## src/rtl/phase_sequencer_pkg.sv

```systemverilog
// Shared types for the multicycle phase sequencer.
// Holds the state encoding, strobe bundle and wait-counter width.
package phase_sequencer_pkg;

    localparam int SEQ_STATE_W = 3;
    localparam int WAIT_W      = 8;

    typedef enum logic [SEQ_STATE_W-1:0] {
        SEQ_IDLE      = 3'd0,
        SEQ_FETCH     = 3'd1,
        SEQ_DECODE    = 3'd2,
        SEQ_EXECUTE   = 3'd3,
        SEQ_MEMORY    = 3'd4,
        SEQ_WRITEBACK = 3'd5,
        SEQ_HALTED    = 3'd6,
        SEQ_ILLEGAL   = 3'd7
    } seq_state_t;

    typedef struct packed {
        logic fetch;
        logic read;
        logic exec;
        logic mem;
        logic wb;
        logic pc;
    } strobe_t;

endpackage

```

## src/rtl/phase_sequencer_wait_timer.sv

```systemverilog
// Data-memory wait counter: counts cycles spent in MEMORY.
// Ports: clk, rst_n, clr (hold at zero), en (count), expire (count == LIMIT-1).
module wait_timer
    import phase_sequencer_pkg::*;
#(
    parameter int LIMIT = 16
) (
    input  logic clk,
    input  logic rst_n,
    input  logic clr,
    input  logic en,
    output logic expire
);

    localparam logic [WAIT_W-1:0] LAST = WAIT_W'(LIMIT - 1);

    logic [WAIT_W-1:0] count;

    always_ff @(posedge clk or negedge rst_n) begin
        if (!rst_n) begin
            count <= '0;
        end else if (clr) begin
            count <= '0;
        end else if (en && count != LAST) begin
            count <= count + WAIT_W'(1);
        end
    end

    assign expire = (count == LAST);

endmodule

```

## src/rtl/phase_sequencer.sv

```systemverilog
// Multicycle phase sequencer for the non-pipelined LEGv8 core.
// Inputs: start/step_mode, imem/dmem ready, decoded halt and control bits.
// Outputs: one-hot phase strobes, pc_en, busy/halted, sticky timeout,
//          saturating retired-instruction counter and debug state.
module phase_sequencer
    import phase_sequencer_pkg::*;
#(
    parameter int MEM_TIMEOUT = 16,
    parameter int COUNT_W     = 32
) (
    input  logic               clk,
    input  logic               rst_n,
    input  logic               start,
    input  logic               step_mode,
    input  logic               imem_ready,
    input  logic               dmem_ready,
    input  logic               halt_instr,
    input  logic               mem_read,
    input  logic               mem_write,
    input  logic               reg_write,
    output logic               fetch_en,
    output logic               read_en,
    output logic               exec_en,
    output logic               mem_en,
    output logic               wb_en,
    output logic               pc_en,
    output logic               busy,
    output logic               halted,
    output logic               timeout_err,
    output logic [COUNT_W-1:0] retired_count,
    output logic [2:0]         state_o
);

    seq_state_t         state;
    seq_state_t         next;
    strobe_t            st;
    logic               fault;
    logic               expire;
    logic               in_mem;
    logic [COUNT_W-1:0] count;
    seq_state_t         target;

    assign in_mem = (state == SEQ_MEMORY);

    wait_timer #(
        .LIMIT (MEM_TIMEOUT)
    ) u_wait (
        .clk    (clk),
        .rst_n  (rst_n),
        .clr    (!in_mem),
        .en     (in_mem),
        .expire (expire)
    );

    // Where a retiring instruction hands over to.
    assign target = step_mode ? SEQ_IDLE : SEQ_FETCH;

    always_comb begin
        next  = state;
        st    = '0;
        fault = 1'b0;
        case (state)
            SEQ_IDLE: begin
                if (start) next = SEQ_FETCH;
            end
            SEQ_FETCH: begin
                st.fetch = 1'b1;
                if (imem_ready) next = SEQ_DECODE;
            end
            SEQ_DECODE: begin
                st.read = 1'b1;
                next    = halt_instr ? SEQ_HALTED : SEQ_EXECUTE;
            end
            SEQ_EXECUTE: begin
                st.exec = 1'b1;
                if (mem_read || mem_write) begin
                    next = SEQ_MEMORY;
                end else if (reg_write) begin
                    next = SEQ_WRITEBACK;
                end else begin
                    st.pc = 1'b1;
                    next  = target;
                end
            end
            SEQ_MEMORY: begin
                st.mem = 1'b1;
                // A completion on the expiry cycle beats the timeout.
                if (dmem_ready) begin
                    if (mem_read && reg_write) begin
                        next = SEQ_WRITEBACK;
                    end else begin
                        st.pc = 1'b1;
                        next  = target;
                    end
                end else if (expire) begin
                    fault = 1'b1;
                    next  = SEQ_HALTED;
                end
            end
            SEQ_WRITEBACK: begin
                st.wb = reg_write;
                st.pc = 1'b1;
                next  = target;
            end
            SEQ_HALTED: begin
                next = SEQ_HALTED;
            end
            default: begin
                next = SEQ_HALTED;
            end
        endcase
    end

    always_ff @(posedge clk or negedge rst_n) begin
        if (!rst_n) begin
            state       <= SEQ_IDLE;
            timeout_err <= 1'b0;
            count       <= '0;
        end else begin
            state <= next;
            if (fault) timeout_err <= 1'b1;
            if (st.pc && count != '1) begin
                count <= count + COUNT_W'(1);
            end
        end
    end

    assign fetch_en      = st.fetch;
    assign read_en       = st.read;
    assign exec_en       = st.exec;
    assign mem_en        = st.mem;
    assign wb_en         = st.wb;
    assign pc_en         = st.pc;
    assign busy          = (state != SEQ_IDLE) && (state != SEQ_HALTED);
    assign halted        = (state == SEQ_HALTED);
    assign retired_count = count;
    assign state_o       = state;

endmodule

```

## config.mk

```make
export PLATFORM = sky130hd
export DESIGN_NAME = phase_sequencer
export DESIGN_NICKNAME = d
export VERILOG_FILES = /design/src/rtl/phase_sequencer_pkg.sv /design/src/rtl/phase_sequencer_wait_timer.sv /design/src/rtl/phase_sequencer.sv
export SDC_FILE = /design/constraint.sdc
export NUM_CORES = 1
export LEC_CHECK = 0
export CORE_UTILIZATION = 38
export CTS_CLUSTER_DIAMETER = 100
export DETAILED_ROUTE_END_ITERATION = 16
export MAX_ROUTING_LAYER = met4
export PLACE_DENSITY_LB_ADDON = 0.15
export SLEW_MARGIN = 0
export SYNTH_ARGS = -nofsm -noshare
export SYNTH_HDL_FRONTEND = slang
export SYNTH_SLANG_ARGS = --single-unit
```

## constraint.sdc

```tcl
create_clock -name clk -period 1.6 [get_ports clk]
set_input_delay 0.16 -clock clk [delete_from_list [all_inputs] [get_ports clk]]
set_output_delay 0.16 -clock clk [all_outputs]
set_load 0.01 [all_outputs]
```

# After elaboration in Yosys (flattened, before gate mapping)
# Cells that the tools add are included.
# classes
addsub	2
eq_ne	14
n_mux	25
n_reduce_logical	8
# op_table
op	count
$add 32x1->32 const B	1
$ne 32x32->1 const B	1
$mux 3	8
$pmux 3 s6	1
$mux 8	2
$mux 1	13
$eq 3x3->1 const B	3
$add 8x1->8 const B	1
$eq 8x4->1 const B	1
$ne 8x4->1 const B	1
$eq 3x2->1 const B	2
$ne 2x2->1 const B	3
$ne 3x3->1 const B	2
$logic_and 1x1->1	4
$eq 3x1->1 const B	1
$logic_not 3->1	1
$pmux 1 s3	1
$reduce_and 3->1	1
$reduce_bool 3->1	1
$logic_or 1x1->1	1
# word_totals
register_bits	44
input_bits	10
out_inout_bits	44

# Depth between registers and ports, before layout
# Gate-level depths: netlist of run 1.
# logic_depth
depth_word	5
mapped_depth	8

# Hierarchy
# A second synthesis of run 1 with hierarchy kept.
# unflattened
hier_cells	237
hier_area_um2	2398.6
# by_module_without_submodules
module	instances	cells_per_inst	area_per_inst_um2	seq_area_each_um2
phase_sequencer	1	193	1951.9	900.9
wait_timer	1	44	446.7	200.2

# Worst setup path after synthesis of run 1
# OpenSTA, ideal clock, no wires.
# synth_path
kind	register to register
start	reg count[0], in the netlist retired_count[0]
end	reg count[18], in the netlist retired_count[18]
arrival_time_ns	1.743
required_ns	1.520
setup_slack_ns	-0.223
stages_incl_launch_ff	8
path_buffers	1
cell_sequence	dfrtp_1 > ha_1 > nand3_1 > or2_1 > buf_2 > or4_1 > nor3_2 > xnor2_1
# synth_via
elab_chain_len	2
word_cells_on_any_way	3
# synth_rtl
element	line_no	source
from (decl)	phase_sequencer.sv:40	logic [COUNT_W-1:0] count;
from (signal assigned)	phase_sequencer.sv:123	count <= count + COUNT_W'(1);
parallel branches: the longest is 2 deep, another holds $add 32x1->32	--	
# Several ways; the timed one is not identified.
# A chain may end at the register's enable or synchronous reset.

# Worst setup path after layout of run 1
# layout_path
start	reg count[5], in the netlist retired_count[5]
end	reg count[18], in the netlist retired_count[18]
# The elaborated chain is that of the path after synthesis.

==> results of run 1 <==
[report_power, final]
group	internal (uW)	total, uW	switching, uW
logic	1130	2170	1040
clock network	298	676	379
registers	1260	1400	139
[synthesized netlist by cell type (all sizes together), types with 2 or more instances]
cell type	number
a21oi	7
o21ai	5
inv	6
nand4	4
nand3	20
nor2	22
o31ai	2
nor3b	4
buf	8
nand2b	5
or3	3
ha	2
and4	3
dfrtp	44
or4	2
xor2	32
nor3	15
mux2i	2
nand2	20
and3	10
nor4	13
nor4b	2
clkbuf	2
[timing repair]
| item | in CTS | in global routing |
|---|---|---|
| endpoints found under the hold margin | 44 | 0 |
| hold buffers | 1 | 0 |
| setup buffers | 15 | 7 |
| endpoints found under the setup margin | 42 | 45 |
| gates resized for setup | 87 | 47 |
| gates cloned | 4 | 0 |
| pin swaps | 19 | 31 |
[worst reg2reg max path: stages, from the launching register on]
cell	delay (ns)
dfrtp_1	0.43
nand4_4	0.14
buf_6	0.14
or2_4	0.26
or4_4	0.44
nor3_4	0.21
xnor2_1	0.17
[layout make-up]
type,instances,area (um2)
Multi-Input combinational cell,189,1707
Clock inverter,1,5.005
Inverter,6,25.02
Sequential cell,44,1106
Clock buffer,6,72.57
Timing Repair Buffer,149,1366
Fill cell,428,1685
Tap cell,75,93.84
[worst paths after layout]
path                                          end  slack [ns]  cells past startpoint
max in group asynchronous       retired_count[11]        0.99                      3
min in group clk                       state_o[0]        0.48                      2
worst min register to register        timeout_err        0.49                      1
worst min-delay path            retired_count[21]        0.36                      3
worst max register to register  retired_count[18]       -0.28                      6
worst max-delay path            retired_count[18]       -0.28                      6
[per-layer routing]
layer  global-route usage (%)  part of all wire [%]  vias to the layer above
li1                         -                     -                     1191
met1                    31.94                    45                     1242
met2                    36.69                    51                       49
met3                    3.889                   3.3                        7
met4                    6.842                  0.81                        0
met5                        -                     0                        -
[layout by cell type (no fill, tap or decap), types with 3 or more instances in the layout]
master           count
nor2_1              15
inv_1                5
and3_1               6
dlygate4sd2_1        4
buf_12               6
nand3_1             13
nor3_2               3
nor2_4               3
clkbuf_8             5
nand2b_1             3
dfrtp_1             40
nor3_1               5
nand4_1              3
o21ai_0              5
nand2_1             18
buf_2                5
nor3_4               7
nor2_2               4
xor2_1              32
dfrtp_2              4
buf_4               78
a21oi_1              7
clkdlybuf4s50_1     36
buf_6               10
or3_1                3
dlymetal6s2s_1       4
nand3_2              6
nor4_4              13
and3_4               3
[cells by family after synthesis]
family	Yosys count	share of synthesized area (%)
compound gates	22	5.961
mux	3	1.439
flops	44	45.22
xor+xnor	33	11.87
buf+inv	16	3.443
fa+ha+maj	2	1.028
simple gates	128	31.04
[metrics by stage]
step | area (um2) | hold slack, ns
global route | 4375 | 0.4176
floorplan | 2494 | -0.1356
finish | 4375 | 0.3583
detailed placement | 3611 | 0.1640
CTS | 4187 | 0.3794
global placement | 3611 | 0.1631
[registers in the layout, summed over array words and instances, names as in the netlist]
signal / count
state_o: 3
u_wait.count: 8
timeout_err: 1
retired_count: 32
==> reports/metrics.csv, run 1 <==
metric;value;unit
stdcell_count;470;
port-buffer-count;53;
worstSkewPairLatency;0.30;ns
max_freq;532.2;MHz
slew_violations;0;
critPathArrivalTime;2.09;ns
drtPass1Iterations;4;
synth-seq-cells;44;
utilization;72.19;%
synth_cell_type_count;46;
wl_per_cell;15.97;um
slowest_delay;0.44;ns
worst_slack;-0.2791;ns
r2r-start;retired_count[5];
status;finished with violations;
cts-buffers-inserted;5;
synth_top_area_cell;dfrtp_1;
grt_util_all_layers;23.73;%
cp_cell_sequence;nand4_4 > buf_6 > or2_4 > or4_4 > nor3_4 > xnor2_1;
synth_top_area_share;45.22;%
cap_viol_max_count;0;
grt_pass1_vias;2417;
critPathBufInv;1;
fp-row-count;28;
violations;setup timing;
p_per_area;970.4;mW/mm2
rsz0062_at_grt;true;
ant_nets;0;
crit_start;retired_count[5];
synth-main-ff-cell;dfrtp_1;
pre_cts_slack;-0.4592;ns
root_buffer;clkbuf_8;
diodes;0;
die_width;82.05;um
cts_tree;yes;
fin_crit_sh;117.4;%
gp_congestion;0.8343;
hp-class;in -> async;
vdd_drop_max;0.0008108;V
critPathLaunchType;register;
slew_headroom;77.33;%
ys_seq_area_share;45.22;%
grt_max_degree;45;
path_delay_family;simple AND/OR/NAND/NOR gates;
final_layout_size_suffix_gt1_share;45.06;%
cp-end-kind;register;
wl;7505;um
initial_core_util;40.17;%
hold_viol_final;0;
cts.sinks;44;
cp_slowest_cell;or4_4;
synth_edf_count;0;
drtIter0Drc;117;
period_needed;1.879;ns
crit_type;reg -> reg;
avgSynthCellArea;9.818;um2
skew;0.009300;ns
die_h;82.05;um
finalSetupViolations;31;
clockBufferDepth;2;
setup_tns;-4.921;ns
ys_top_cells_by_area;dfrtp_1 (45%), xor2_1 (12%), nand3_1 (4.1%), nor4_2 (3.6%), nor2_1 (3.2%);
ys_warn_count;0;
ys_async_sr_fraction;100.0;%
crit_required;1.81;ns
synthCells;248;
power.static_leakage;0.001986;uW
syn_to_final_growth;79.70;%
cp_max_fo;3;
core-area;0.006061;mm2
grt.overflow.total;0;
clk_pin_slew;0.08;ns
route.detailed.drc;0;
total_power;4246;uW
vias;2489;
grt_pass1_wl;11710;um
dp_hpwl;4383;um
die_area;0.006731;mm2
cts-htree-levels;2;
num-nets-final;407;
synth.cell_area;0.002435;mm2
antenna_found_initial;0;
tightestPinTransition;0.3376;ns
via_per_inst;5.296;
dp_cells;439;
syn_nets;260;
ioPinCount;54;
Power figures use the tool's default switching activity.
==> inputs of run 2 (changes only) <==
--- a/config.mk
+++ b/config.mk
@@ -5,6 +5,7 @@
 export SDC_FILE = /design/constraint.sdc
 export NUM_CORES = 1
 export LEC_CHECK = 0
+export CORE_ASPECT_RATIO = 0.8
 export CORE_UTILIZATION = 38
 export CTS_CLUSTER_DIAMETER = 100
 export DETAILED_ROUTE_END_ITERATION = 16
==> run 2 against run 1 <==
Net effect: non-clock buffer count fell by 1; setup slack got worse by 0.012 ns; the flow still finishes with violations (setup timing); critical path type unchanged; maximum frequency fell by 0.61%.
==> reports/metrics.csv, run 2 (synthesized netlist as in run 1, its figures left out) <==
metric;value;unit;change
status;finished with violations;;
violations;setup timing;;
ant_nets;0;;unchanged
port-buffer-count;53;;unchanged
tightestPinTransition;0.5726;ns;+0.2350 ns
crit_type;reg -> reg;;
vias;2483;;-0.24%
max_freq;528.9;MHz;-0.61%
cts-buffers-inserted;5;;unchanged
crit_required;1.79;ns;-0.02 ns
grt_pass1_vias;2476;;+2.4%
dp_hpwl;4664;um;+6.4%
via_per_inst;5.216;;-1.5%
fin_crit_sh;118.2;%;+0.72 points
fin_hold_ws;0.4621;ns;+0.1038 ns
drtIter0Drc;130;;+11%
core-area;0.006037;mm2;-0.39%
die_area;0.006734;mm2;about the same
wl;8169;um;+8.8%
die_width;91.50;um;+12%
clk_pin_slew;0.09;ns;about the same
die_h;73.60;um;-10%
multi_input_area;0.001754;mm2;+2.8%
clockBufferDepth;2;;unchanged
worst_slack;-0.2906;ns;-0.01154 ns
ioPinCount;54;;unchanged
setup_tns;-6.984;ns;-2.063 ns
nFillCells;406;;-5.1%
initial_core_util;40.33;%;+0.16 points
syn_to_final_growth;81.71;%;
hold_viol_final;0;;unchanged
final_layout_size_suffix_gt1_share;46.84;%;+1.8 points
grt_pass1_wl;12340;um;+5.4%
gp_congestion;0.7942;;-4.8%
worstSkewPairLatency;0.31;ns;about the same
cp_max_fo;4;;+1
grt_max_degree;45;;unchanged
grt.overflow.total;0;;unchanged
cts.sinks;44;;unchanged
route.detailed.drc;0;;unchanged
cts-htree-levels;2;;unchanged
period_needed;1.891;ns;+0.01154 ns
wl_per_cell;17.16;um;+7.5%
num-nets-final;406;;-0.25%
critPathLaunchType;register;;
slew_violations;0;;unchanged
skew;0.01210;ns;+0.002800 ns
hp-class;in -> async;;
vdd_drop_max;0.0006891;V;-15%
cp-end-kind;register;;
p_per_area;1028;mW/mm2;+6.0%
fp-row-count;25;;-11%
largest_reg_flops;32;;unchanged
layout_commonest_cell;buf_4;;
diodes;0;;unchanged
drtPass1Iterations;4;;unchanged
finalSetupViolations;35;;+13%
rsz0062_at_grt;true;;
slew_headroom;61.83;%;-15 points
grt_util_all_layers;24.63;%;+0.90 points
cap_viol_max_count;0;;unchanged
antenna_found_initial;0;;unchanged
root_buffer;clkbuf_8;;
cts_tree;yes;;
power.static_leakage;0.001991;uW;+0.25%
total_power;4550;uW;+7.2%
critPathArrivalTime;2.08;ns;about the same
regArea;0.001110;mm2;+0.34%
final_cell_mix;buf_4 (74), clkdlybuf4s50_1 (37), dfrtp_1 (37);;
## run 2: worst max-delay path, stage by stage (launching register included)
cell     delay, ns
dfrtp_1       0.41
ha_4          0.16
nand4_1       0.19
nor4_4        0.24
buf_4         0.18
buf_6         0.10
buf_6         0.08
and2_4        0.21
nor4_4        0.05
xor2_1        0.15
## run 2: layout make-up
class,instances,area share (%)
clock inverters,2,0.3394
well taps,81,2.291
clock buffers,6,1.867
repair buffers,148,30.26
inverters,6,0.5091
multi-input cells,189,39.65
flip-flops and latches,44,25.08
## run 2: stage by stage
stage / area (um2) / util, % / cells / setup slack, ns
2_1_floorplan: 2494 / - / 248 / -0.2029
3_3_place_gp: 3608 / 59.77 / 447 / -0.3705
3_5_place_dp: 3608 / 59.77 / 447 / -0.4423
4_1_cts: 4278 / 70.86 / 471 / -0.2052
5_1_grt: 4424 / 73.29 / 476 / -0.3524
6_report: 4424 / 73.29 / 476 / -0.2906
## run 2: final timing paths
kind,start,endpoint,slack (ns),cells past startpoint
worst max-delay path,retired_count[1],retired_count[22],-0.29,9
worst min-delay path,rst_n,retired_count[30],0.46,3
worst max register to register,retired_count[1],retired_count[22],-0.29,9
worst min register to register,timeout_err,timeout_err,0.48,1
max in group asynchronous,rst_n,state_o[0],0.72,3
min in group clk,imem_ready,state_o[0],0.46,2
## run 2: metal layers
metal / up-vias / GRT usage (%) / routed length (um) / share of wire [%]
met4: 0 / 7.231 / 209 / 2.6
met1: 1223 / 30.57 / 3492 / 43
met2: 57 / 42.69 / 4159 / 51
li1: 1182 / - / - / -
met3: 21 / 3.106 / 307 / 3.8
met5: - / - / 0 / 0
## run 2: power breakdown
part	total (uW)	switching, uW	internal (uW)
Combinational	2350	1100	1250
Sequential	1440	177	1270
Clock	756	406	350
## run 2: repair_timing
| item | CTS | global route |
|---|---|---|
| cloned | 2 | 0 |
| resized for setup | 100 | 44 |
| endpoints found under the hold margin | 44 | 0 |
| setup buffers | 15 | 6 |
| setup endpoints to repair | 43 | 46 |
| pin swaps | 22 | 22 |
| hold buffers | 1 | 0 |
